==> config.mk <==
export PLATFORM = sky130hd
export DESIGN_NAME = serial_pattern_window_detector
export DESIGN_NICKNAME = d
export VERILOG_FILES = /design/src/rtl/serial_pattern_window_detector.sv
export SDC_FILE = /design/constraint.sdc
export NUM_CORES = 1
export LEC_CHECK = 0
export ABC_AREA = 1
export CORE_ASPECT_RATIO = 1.25
export CORE_MARGIN = 1.5
export CORE_UTILIZATION = 45
export DETAILED_ROUTE_END_ITERATION = 7
export PLACE_DENSITY = 0.7
export SLEW_MARGIN = 25
export SYNTH_ARGS = -nofsm -noshare
export SYNTH_HDL_FRONTEND = slang
export SYNTH_SLANG_ARGS = --single-unit
export TNS_END_PERCENT = 10
==> constraint.sdc <==
create_clock -name clk -period 2.1 [get_ports clk]
set_input_delay 0.21 -clock clk [delete_from_list [all_inputs] [get_ports clk]]
set_output_delay 0.21 -clock clk [all_outputs]
set_load 0.03 [all_outputs]
==> src/rtl/serial_pattern_window_detector.sv <==
// Serial MSB-first pattern matcher that reports per-slot hits and a hit count
// for each window of 2^WIN_LOG2 enabled samples, plus a saturating running total.
module serial_pattern_window_detector #(
   parameter int               PAT_W       = 4,
   parameter logic [PAT_W-1:0] PAT_DEFAULT = 4'b1101,
   parameter int               WIN_LOG2    = 4,
   parameter int               TOT_W       = 16,
   parameter bit               SPAN        = 1'b0
) (
   input  logic                    clk,
   input  logic                    rst,
   input  logic                    en,
   input  logic                    in,
   input  logic [PAT_W-1:0]        pattern,
   input  logic                    overlap,
   input  logic                    clr_total,
   output logic [(2**WIN_LOG2)-1:0] hits,
   output logic [WIN_LOG2:0]       count,
   output logic [TOT_W-1:0]        total,
   output logic                    valid,
   output logic                    busy
);
   localparam int                  WIN       = 2 ** WIN_LOG2;
   localparam int                  CNT_W     = WIN_LOG2 + 1;
   localparam int                  FILL_W    = $clog2(PAT_W + 1);
   localparam logic [WIN_LOG2-1:0] LAST_SLOT = '1;
   localparam logic [TOT_W-1:0]    TOT_MAX   = '1;
   localparam logic [FILL_W-1:0]   FILL_MAX  = FILL_W'(PAT_W);

   logic [WIN_LOG2-1:0] slot_reg;
   logic [PAT_W-2:0]    hist_reg;
   logic [FILL_W-1:0]   fill_reg;
   logic [PAT_W-1:0]    act_pat_reg;
   logic                act_ovl_reg;
   logic [WIN-1:0]      acc_hits_reg;
   logic [CNT_W-1:0]    acc_count_reg;

   logic [PAT_W-1:0]    window_bits;
   logic                match;
   logic                closing;
   logic [WIN-1:0]      slot_hit;
   logic [CNT_W-1:0]    count_next;
   logic [FILL_W-1:0]   fill_next;

   assign window_bits = {hist_reg, in};
   // fill counts how many of the compared bits are genuine samples since the last restart
   assign match       = en && (window_bits == act_pat_reg) &&
                        ((int'(fill_reg) + 1) >= PAT_W);
   assign closing     = en && (slot_reg == LAST_SLOT);
   assign count_next  = acc_count_reg + CNT_W'(match);
   assign busy        = (slot_reg != '0);

   generate
      for (genvar gi = 0; gi < WIN; gi++) begin : g_slot_hit
         assign slot_hit[gi] = match && (slot_reg == WIN_LOG2'(gi));
      end
   endgenerate

   always_comb begin
      fill_next = fill_reg;
      if (match && !act_ovl_reg)
         fill_next = '0;
      else if (fill_reg != FILL_MAX)
         fill_next = fill_reg + 1'b1;
   end

   always_ff @(posedge clk or posedge rst) begin
      if (rst) begin
         slot_reg      <= '0;
         hist_reg      <= '0;
         fill_reg      <= '0;
         act_pat_reg   <= PAT_DEFAULT;
         act_ovl_reg   <= 1'b1;
         acc_hits_reg  <= '0;
         acc_count_reg <= '0;
         hits          <= '0;
         count         <= '0;
         total         <= '0;
         valid         <= 1'b0;
      end else begin
         valid <= 1'b0;
         if (en) begin
            slot_reg <= slot_reg + 1'b1;
            hist_reg <= window_bits[PAT_W-2:0];
            fill_reg <= fill_next;
            if (closing) begin
               // the closing slot's own match belongs to the snapshot being published
               hits          <= acc_hits_reg | slot_hit;
               count         <= count_next;
               valid         <= 1'b1;
               acc_hits_reg  <= '0;
               acc_count_reg <= '0;
               act_pat_reg   <= pattern;
               act_ovl_reg   <= overlap;
               if (!SPAN) begin
                  hist_reg <= '0;
                  fill_reg <= '0;
               end
            end else begin
               acc_hits_reg  <= acc_hits_reg | slot_hit;
               acc_count_reg <= count_next;
            end
         end
         if (clr_total)
            total <= '0;
         else if (match && (total != TOT_MAX))
            total <= total + 1'b1;
      end
   end
endmodule

==> metrics.md <==
| Metric | Value |
|---|---|
| Status | `complete, no violations` |
| Fin crit share | `0.952` |
| P&R area growth vs syn | `24.2%` |
| WL met2 | `between 3000 and 4000 um` |
| Area share of the largest cell type after synthesis | `0.488` |
| Final WL | `7460 um` |
| Cell with the most instances after synthesis | `nand2_1` |
| Setup TNS | `0 ps` |
| Antenna diodes | `0` |
| Count of cell types in the netlist | `30` |
| R2R Path End | `acc_count_reg[4]` |
| Max Cap Violations | `0` |
| Vias post-DR | `2905` |
| Initial Util | `0.463` |
| Synthesis-stage register bit count | `74` |
| Worst hold path class | `in -> async` |
| Pwr per Cell Area | `1100 nW/um2` |
| Final Hold Vio Count | `0` |
| Die Area | `about 8500 um2` |
| M1 WL | `3380 um` |
| IO Pins | `49` |
| Routability cong. | `0.864` |
| Post-synth top cells | `105 x nand2_1, 70 x dfrtp_1, 56 x inv_1` |
| Largest area contributor in the netlist | `dfrtp_1` |
| Leak pwr | `around 2.1 nW` |
| Syn Inst Count | `~430` |
| GRT overflow | `0` |
| R2r startpoint | `fill_reg[0]` |
| Ys async rst share | `1.00` |
| First-pass GRT wire length | `12800 um` |
| CTS Buffer Depth | `2` |
| Number of global-route vias before repair | `2777` |
| Antenna violation net count after detailed routing | `0` |
| Peak supply drop | `0.705 mV` |
| Register-to-Register Path Depth | `14` |
| Clock Latency Late Sink | `350 ps` |
| Final #Nets | `506` |
| Syn Nets | `around 450` |
| Fin. max-slew vios | `0` |
| Worst-path clk slew | `70 ps` |
| Clk sinks | `74` |
| Cts hold-fix bufs | `0` |
| # H-tree levels | `3` |
| CP Data Arrival Time | `2230 ps` |
| Total GRT Usage | `0.189` |
| Synthesized area per cell | `8.39 um2` |
| Yosys warnings | `0` |
| DR pass1 iterations | `4` |
| Max Fclk | `0.500 GHz` |
| Worst hold slack | `227 ps` |
| Die Width | `82.9 um` |
| # fillers | `701` |
| Antenna violations before repair | `0` |
| Area of the core | `7750 um2` |
| Kind of end point of the critical path | `flip-flop` |
| CP endpoint | `acc_count_reg[4]` |
| CTS Root Cell | `clkbuf_8` |
| Die Ht | `around 100 um` |
| Sequential area share after synthesis | `0.517` |
| Met3 wire length | `between 300 and 400 um` |
| Final setup viols | `0` |
| R2R Setup Slk | `100 ps` |
| Syn Std Cell Area | `3590 um2` |
| Clock Skew | `6.05 ps` |
| Tmin final | `2000 ps` |
| Layout cells sized above 1 | `0.106` |
| CP startpoint | `fill_reg[0]` |
| Synth top area cells | `dfrtp_1 49%, nand2_1 11%, inv_1 5.9%` |
| CP startpoint kind | `flip-flop` |
| Slew margin rel. | `0.719` |
| EDFF count, synth | `0` |
| Final Power | `approximately 0.005 W` |
| WL/cell | `12.7 um` |
| Drt initial violations | `138` |
| WS Path Type | `reg -> reg` |
| Drc violations | `0` |
| CP required | `2330 ps` |
| Port Buffers | `48` |
| Vias per cell | `4.96` |
| Crit Path Max Fanout | `2` |
| TritonCTS clock tree | `yes` |
| Core Rows | `36` |
| Detailed Place HPWL | `5090 um` |
| Worst Tran Pin Value | `422 ps` |
| Main synth FF type | `dfrtp_1` |
| Highest metal used | `met4` |
| Num CTS Buffers | `9` |
| Largest net degree at the start of global routing | `51` |
[power breakdown]
part           switching, W  total, W  internal (W)
combinational       0.00104   0.00173      0.000685
sequential         0.000233   0.00212       0.00189
clock              0.000497   0.00107      0.000572
[cell type report]
class / instances / area, um2 / area share
clock buffer: 12 / 145 / 0.0325
multi-input combinational: 282 / 1460 / 0.328
sequential: 74 / 1860 / 0.416
tap: 95 / 119 / 0.0267
inverter: 58 / 225 / 0.0505
timing repair buffer: 62 / 609 / 0.137
clock inverter: 3 / 40.0 / 0.00898
[critical path, cell delays in order (launching register included)]
cell and delay [ps]:
dfrtp_1 390, ha_1 220, inv_1 60, nand2_1 50
nand2_1 80, nor2_1 60, nor2_2 140, nand2_4 80
clkinv_4 50, ha_2 190, ha_4 160, nand3_2 100
xor2_2 170, nand3_1 60, o21ai_0 90
[stage by stage]
step | setup WS (ps) | area, um2 | cells | util
4_1_cts | 32.6 | 4420 | 584 | 0.570
3_5_place_dp | -56.2 | 4230 | 569 | 0.546
5_1_grt | -28.1 | 4460 | 586 | 0.576
6_report | 101 | 4460 | 586 | 0.576
2_1_floorplan | 15.0 | 3590 | 428 | -
3_3_place_gp | 53.7 | 4230 | 569 | 0.546
[routing by layer]
metal,GRT usage,vias to the layer above
li1,-,1469
met2,0.308,70
met3,0.0368,12
met1,0.237,1354
met5,0,-
met4,0.114,0
[worst min-delay path by stage]
stage          slack, ps  cells after the start          end
2_1_floorplan        310                      2  act_ovl_reg
3_3_place_gp         470                      2     count[1]
3_5_place_dp         470                      2     count[0]
4_1_cts              230                      3    total[15]
5_1_grt              240                      3        valid
6_report             230                      3    total[13]
[kinds of logic (layout without fill, tap and decap cells)]
logic type,after synthesis,count (layout),share of synthesized area
DFF,74,74,0.517
adders and majority gates,9,9,0.0314
AOI/OAI and AO/OA,53,53,0.0830
xor gates and xnor gates,15,15,0.0366
and+or+nand+nor,205,205,0.247
buffers and inverters,72,135,0.0847
[what timing repair did]
| action | 4_1_cts | 5_1_grt |
|---|---|---|
| pin swaps | 0 | 1 |
| setup buffers | 0 | 2 |
| setup endpoints to repair | 1 | 4 |
| resized for setup | 1 | 6 |
[cell usage in the layout, fill, tap and decap left out, types with 3 or more instances in the layout]
master	n
o21ai_2	4
dfrtp_1	70
clkbuf_8	10
clkdlybuf4s50_1	47
nand3_2	3
nand3_1	33
ha_1	7
xor2_1	12
o22ai_1	4
a21oi_1	12
nor2_1	43
nor3_1	5
o21ai_0	27
buf_4	12
inv_1	55
nand2_4	3
dfstp_2	4
nand4_1	9
nand2_1	105
(Power assumes the default switching activity.)
